### src/rtl/spi_sclk_gen_if.sv
// Control/strobe bundle between the SPI register block (master) and the SCLK generator (slave).
interface spi_sclk_gen_if #(
    parameter int unsigned DIV_W = 8,
    parameter int unsigned CNT_W = 5
);
    logic [DIV_W-1:0] div_i;
    logic             cpol_i;
    logic             cpha_i;
    logic [CNT_W-1:0] nbits_i;
    logic             start_i;
    logic             stop_i;
    logic             sclk_o;
    logic             busy_o;
    logic             sample_o;
    logic             shift_o;
    logic             done_o;

    modport master (
        output div_i, cpol_i, cpha_i, nbits_i, start_i, stop_i,
        input  sclk_o, busy_o, sample_o, shift_o, done_o
    );

    modport slave (
        input  div_i, cpol_i, cpha_i, nbits_i, start_i, stop_i,
        output sclk_o, busy_o, sample_o, shift_o, done_o
    );
endinterface

### src/rtl/spi_sclk_gen.sv
// SPI serial-clock generator: runtime half-period divisor, all CPOL/CPHA modes,
// 2*N SCLK edges per transfer with registered sample/shift/done strobes.
module spi_sclk_gen #(
    parameter int unsigned DIV_W = 8,
    parameter int unsigned CNT_W = 5
) (
    input logic           PCLK,
    input logic           PRESET,
    spi_sclk_gen_if.slave bus
);

    typedef enum logic [0:0] {StIdle, StRun} state_e;

    state_e           r_state, w_state_nxt;
    logic [DIV_W-1:0] r_div, w_div_nxt;
    logic             r_cpol, w_cpol_nxt;
    logic             r_cpha, w_cpha_nxt;
    logic [CNT_W-1:0] r_nbits, w_nbits_nxt;
    logic [DIV_W-1:0] r_hcnt, w_hcnt_nxt;
    logic [CNT_W:0]   r_edge, w_edge_nxt;
    logic             r_sclk, w_sclk_nxt;
    logic             r_sample, w_sample_nxt;
    logic             r_shift, w_shift_nxt;
    logic             r_done, w_done_nxt;
    logic [CNT_W:0]   w_edge_inc;
    logic             w_lead;
    logic             w_last;

    assign w_edge_inc = r_edge + 1'b1;

    always_ff @(posedge PCLK or posedge PRESET) begin
        if (PRESET) begin
            r_state  <= StIdle;
            r_div    <= '0;
            r_cpol   <= 1'b0;
            r_cpha   <= 1'b0;
            r_nbits  <= '0;
            r_hcnt   <= '0;
            r_edge   <= '0;
            r_sclk   <= 1'b0;
            r_sample <= 1'b0;
            r_shift  <= 1'b0;
            r_done   <= 1'b0;
        end else begin
            r_state  <= w_state_nxt;
            r_div    <= w_div_nxt;
            r_cpol   <= w_cpol_nxt;
            r_cpha   <= w_cpha_nxt;
            r_nbits  <= w_nbits_nxt;
            r_hcnt   <= w_hcnt_nxt;
            r_edge   <= w_edge_nxt;
            r_sclk   <= w_sclk_nxt;
            r_sample <= w_sample_nxt;
            r_shift  <= w_shift_nxt;
            r_done   <= w_done_nxt;
        end
    end

    always_comb begin
        w_state_nxt  = r_state;
        w_div_nxt    = r_div;
        w_cpol_nxt   = r_cpol;
        w_cpha_nxt   = r_cpha;
        w_nbits_nxt  = r_nbits;
        w_hcnt_nxt   = '0;
        w_edge_nxt   = '0;
        w_sclk_nxt   = r_sclk;
        w_sample_nxt = 1'b0;
        w_shift_nxt  = 1'b0;
        w_done_nxt   = 1'b0;
        w_lead       = w_edge_inc[0];
        w_last       = (w_edge_inc == {r_nbits, 1'b0});

        unique case (r_state)
            StIdle: begin
                w_sclk_nxt = bus.cpol_i;
                if (bus.start_i && (bus.nbits_i != '0)) begin
                    w_state_nxt = StRun;
                    w_div_nxt   = (bus.div_i == '0) ? DIV_W'(1) : bus.div_i;
                    w_cpol_nxt  = bus.cpol_i;
                    w_cpha_nxt  = bus.cpha_i;
                    w_nbits_nxt = bus.nbits_i;
                end
            end
            StRun: begin
                // Abort wins over an edge falling in the same cycle.
                if (bus.stop_i) begin
                    w_state_nxt = StIdle;
                    w_sclk_nxt  = r_cpol;
                end else if (r_hcnt == r_div - 1'b1) begin
                    w_sclk_nxt = ~r_sclk;
                    w_edge_nxt = w_edge_inc;
                    if (r_cpha) begin
                        w_shift_nxt  = w_lead;
                        w_sample_nxt = ~w_lead;
                    end else begin
                        w_sample_nxt = w_lead;
                        w_shift_nxt  = ~w_lead & ~w_last;
                    end
                    if (w_last) begin
                        w_state_nxt = StIdle;
                        w_done_nxt  = 1'b1;
                        w_sclk_nxt  = r_cpol;
                        w_edge_nxt  = '0;
                    end
                end else begin
                    w_hcnt_nxt = r_hcnt + 1'b1;
                    w_edge_nxt = r_edge;
                end
            end
            default: w_state_nxt = StIdle;
        endcase
    end

    assign bus.sclk_o   = r_sclk;
    assign bus.busy_o   = (r_state == StRun);
    assign bus.sample_o = r_sample;
    assign bus.shift_o  = r_shift;
    assign bus.done_o   = r_done;

endmodule

### src/flat_wrapper.sv
// flat-port wrapper written by rule: the top's interface ports become plain ports
module spi_sclk_gen_flat 
#(
    parameter int unsigned DIV_W = 8,
    parameter int unsigned CNT_W = 5
)
  (PCLK, PRESET, bus_div_i, bus_cpol_i, bus_cpha_i, bus_nbits_i, bus_start_i, bus_stop_i, bus_sclk_o, bus_busy_o, bus_sample_o, bus_shift_o, bus_done_o);
  spi_sclk_gen_if #(.DIV_W(DIV_W), .CNT_W(CNT_W)) bus_i ();
  input logic PCLK;
  input logic PRESET;
  input wire logic [$bits(bus_i.div_i)-1:0] bus_div_i;
  input wire logic [$bits(bus_i.cpol_i)-1:0] bus_cpol_i;
  input wire logic [$bits(bus_i.cpha_i)-1:0] bus_cpha_i;
  input wire logic [$bits(bus_i.nbits_i)-1:0] bus_nbits_i;
  input wire logic [$bits(bus_i.start_i)-1:0] bus_start_i;
  input wire logic [$bits(bus_i.stop_i)-1:0] bus_stop_i;
  output wire logic [$bits(bus_i.sclk_o)-1:0] bus_sclk_o;
  output wire logic [$bits(bus_i.busy_o)-1:0] bus_busy_o;
  output wire logic [$bits(bus_i.sample_o)-1:0] bus_sample_o;
  output wire logic [$bits(bus_i.shift_o)-1:0] bus_shift_o;
  output wire logic [$bits(bus_i.done_o)-1:0] bus_done_o;
  assign bus_i.div_i = bus_div_i;
  assign bus_i.cpol_i = bus_cpol_i;
  assign bus_i.cpha_i = bus_cpha_i;
  assign bus_i.nbits_i = bus_nbits_i;
  assign bus_i.start_i = bus_start_i;
  assign bus_i.stop_i = bus_stop_i;
  assign bus_sclk_o = bus_i.sclk_o;
  assign bus_busy_o = bus_i.busy_o;
  assign bus_sample_o = bus_i.sample_o;
  assign bus_shift_o = bus_i.shift_o;
  assign bus_done_o = bus_i.done_o;
  spi_sclk_gen #(.DIV_W(DIV_W), .CNT_W(CNT_W)) u_core (.PCLK(PCLK), .PRESET(PRESET), .bus(bus_i));
endmodule
### config.mk
export PLATFORM = sky130hd
export DESIGN_NAME = spi_sclk_gen_flat
export DESIGN_NICKNAME = d
export VERILOG_FILES = /design/src/rtl/spi_sclk_gen_if.sv /design/src/rtl/spi_sclk_gen.sv /design/src/flat_wrapper.sv
export SDC_FILE = /design/constraint.sdc
export NUM_CORES = 1
export LEC_CHECK = 0
export CAP_MARGIN = 10
export CORE_ASPECT_RATIO = 2
export CORE_MARGIN = 1.5
export CORE_UTILIZATION = 30
export CTS_BUF_LIST = sky130_fd_sc_hd__clkbuf_4
export DETAILED_ROUTE_END_ITERATION = 7
export PLACE_DENSITY = 0.62
export SLEW_MARGIN = 20
export SYNTH_ARGS = -nofsm -noshare
export SYNTH_HDL_FRONTEND = slang
export SYNTH_SLANG_ARGS = --single-unit
### constraint.sdc
create_clock -name PCLK -period 1.9 [get_ports PCLK]
set_input_delay 0.19 -clock PCLK [delete_from_list [all_inputs] [get_ports PCLK]]
set_output_delay 0.19 -clock PCLK [all_outputs]
set_load 0.02 [all_outputs]
==> metrics <==
asr flop ratio synth 100%; HP Class in2async; reg2reg setup slack -0.13 ns; Placer Congestion 0.872; Reg2Reg Launch Point u_core.r_div[2]$_DFFE_PP0P_; dpl ws -0.188 ns; initial antenna violation count 0; synth warn 0; Fin. Hold Viols 0; Slew Viols, Final 0; Max-slew headroom 70.1%; die footprint 0.00678 sq mm; Cell variety after synth 48; crit-path max FO 4; fmax 0.492 GHz; DR vias 1589; Seq/Total Area, Yosys 45.3%; wire per inst 15.9 um; mux contribution to synthesized area 5.93%; Final Skew 0.0229 ns; vias in the first global route 1735; failing checks setup timing; Starting Density 31.3%; max cap viols 0; Final ANT Viol Nets 0; final number of setup-violating endpoints 18; number of synthesized flops with an enable pin 0; largest family of logic cells by synthesized area simple AND/OR/NAND/NOR gates; post-synth top area cell dfrtp_1; Final Net Count 263; setup ws final -0.133 ns; Clk pin slew, worst setup/hold paths 0.12 ns; Post-Synth Simple-Gate Area 21.8%; Syn Inst Count 183; I/O pin count 24; Lkg Pwr 1.07 nW; Clock Path Buffers 2; Worst-Margin Slew 0.449 ns; Ant. Diodes 0; cell area after synthesis 0.00188 sq mm; fin crit share 107%; status complete, but fails checks; share of the synthesized area in the top cell type 45.3%; Critical Path RT 2.12 ns; CTS Sinks 34; die height 115 um; R2R depth 7; Worst Setup End Kind flop; Die W 59.0 um; DR iter-0 viols 33; total gr overflow 0; crit start category flop; VDD IR max 428 uV; Total Routing Usage GR 16.0%; final WL 4860 um; crit path time final 2.03 ns; CTS Root Cell clkbuf_4; clock latency on the worst-skew pair 0.36 ns; TritonCTS Buffers 5; first-pass GRT wire length 8050 um; Avg Cell Area, Syn 10.3 sq um; CTS tree yes; worst reg2reg path endpoint u_core.r_edge[3]$_DFFE_PP0P_; filler instances 578; Area Growth Syn to Fin 36.8%; drc violations 0; register bit total from synthesis 34; Pwr Total 2.56 mW; # rows 40; Post-Synth XOR/XNOR Area 9.79%; WS Path Type reg2reg; PD cells 997 mW/mm^2; compound-cell area share of the yosys netlist 13.2%; vias per inst 5.21; hpwl dp 3630 um; DR pass1 iterations 4; Syn Nets 205; Post-Synth Adder-Cell Area 2.00%; Core Area 0.00601 sq mm; Area contributors post-synth dfrtp_1, xnor2_1, mux2_2; Most used DFF post-synth dfrtp_1; post-cts hold buffer count 0; layout cells sized above 1 31.8%; critical path arrival 2.25 ns; largest net degree at the start of global routing 35; CTS H-tree depth 2; # port buffers 23; RSZ-0062 raised after global routing yes
## cell usage in the layout (no fill, tap or decap), types with 2 or more instances in the layout
cell type,instances
a21oi_1,9
a21oi_2,2
and3_1,4
buf_4,28
buf_6,2
clkbuf_4,5
clkdlybuf4s50_1,23
dfrtp_1,34
inv_1,4
inv_2,2
mux2_2,9
nand2_1,17
nand2_2,3
nand2b_1,2
nand3_1,9
nand3b_1,2
nand4_1,2
nand4b_1,2
nor2_1,13
nor2b_1,3
nor3_1,3
nor3_2,2
o21ai_1,4
o21ai_2,3
or3_4,2
or4_1,2
xnor2_1,9
xnor2_2,2
xnor2_4,2
xor2_1,8
## registers in the layout (all words and copies together), names as in the netlist
name / flops
u_core.bus.shift_o: 1
u_core.bus.done_o: 1
u_core.r_nbits: 5
u_core.r_edge: 6
u_core.r_cpol: 1
u_core.bus.sclk_o: 1
u_core.bus.sample_o: 1
u_core.bus.busy_o: 1
u_core.r_div: 8
u_core.r_hcnt: 8
u_core.r_cpha: 1
## cell type report
type,instances,area [sq um],area share (%)
flip-flops and latches,34,851,33.1
repair buffers,53,463,18.0
well taps,63,78.8,3.07
clock buffers,5,37.5,1.46
clock inverters,3,16.3,0.633
inverters,6,22.5,0.876
multi-input cells,141,1100,42.9
## worst max-delay path, stage by stage, from the launching register on
cell      delay, ns
dfrtp_1        0.43
or3_4          0.45
xnor2_4        0.15
nor4_4         0.33
o211ai_2       0.20
buf_6          0.16
o21ai_2        0.11
a21oi_2        0.07
## timing repair
| item | CTS | global route |
|---|---|---|
| gates resized for setup | 2 | 22 |
| endpoints found under the setup margin | 13 | 19 |
| pin swaps | 5 | 15 |
| buffers inserted | 1 | 2 |
## where the power goes
group | internal, mW | switching [mW] | leakage, nW | total [mW]
combinational | 0.583 | 0.521 | 0.609 | 1.10
sequential | 0.878 | 0.181 | 0.436 | 1.06
clock | 0.137 | 0.263 | 0.0286 | 0.400
total | 1.60 | 0.965 | 1.07 | 2.56
## cells in the mapped netlist, types with 2 or more instances
| cell type | n |
|---|---|
| or3_4 | 2 |
| nor2b_1 | 3 |
| o21ai_0 | 2 |
| xor2_1 | 8 |
| nand4b_1 | 2 |
| nand2b_1 | 2 |
| nor2_1 | 14 |
| inv_1 | 6 |
| or4_1 | 2 |
| and3_1 | 4 |
| nand2_1 | 18 |
| nand2_2 | 2 |
| dfrtp_1 | 34 |
| nor3_1 | 3 |
| mux2_2 | 9 |
| ha_1 | 3 |
| nand4_1 | 2 |
| xnor2_1 | 13 |
| a21oi_1 | 11 |
| nor3_2 | 2 |
| nand3b_1 | 2 |
| o21ai_1 | 5 |
| nand3_1 | 9 |
## cell families after synthesis
kind of cell,count (synthesis)
buf+inv,8
xor+xnor,21
fa+ha+maj,3
mux,10
compound gates,33
flops,34
simple gates,74
## per-layer routing
metal	share of wire, %	vias to the layer above	GRT usage, %
li1	-	763	-
met2	59	28	28.9
met1	32	778	15.2
met4	7.3	0	13.2
met3	1.7	20	2.25
met5	0	-	0
## metrics by stage
step	setup TNS, ns	util, %	hold slack, ns	area (sq um)	instances
final	-1.21	42.8	0.210	2570	305
after global routing	-3.03	42.8	0.244	2570	305
after CTS	-1.09	40.7	0.227	2440	303
after detailed placement	-1.66	39.6	0.487	2380	294
after global placement	-0.643	39.6	0.484	2380	294
after floorplan	0	-	0.295	1880	183
## how the worst max path moves through the flow
stage / startpoint / to / slack (ns)
CTS: u_core.r_div[0]$_DFFE_PP0P_ / u_core.r_edge[0]$_DFFE_PP0P_ / -0.16
finish: u_core.r_div[2]$_DFFE_PP0P_ / u_core.r_edge[3]$_DFFE_PP0P_ / -0.13
floorplan: u_core.r_edge[0]$_DFFE_PP0P_ / u_core.bus.sclk_o$_DFFE_PP0P_ / 0.002
global route: u_core.r_edge[0]$_DFFE_PP0P_ / u_core.r_edge[3]$_DFFE_PP0P_ / -0.23
detailed placement: u_core.r_div[0]$_DFFE_PP0P_ / u_core.r_edge[3]$_DFFE_PP0P_ / -0.19
global placement: u_core.r_div[0]$_DFFE_PP0P_ / u_core.r_edge[3]$_DFFE_PP0P_ / -0.08
Power figures use the tool's default switching activity.
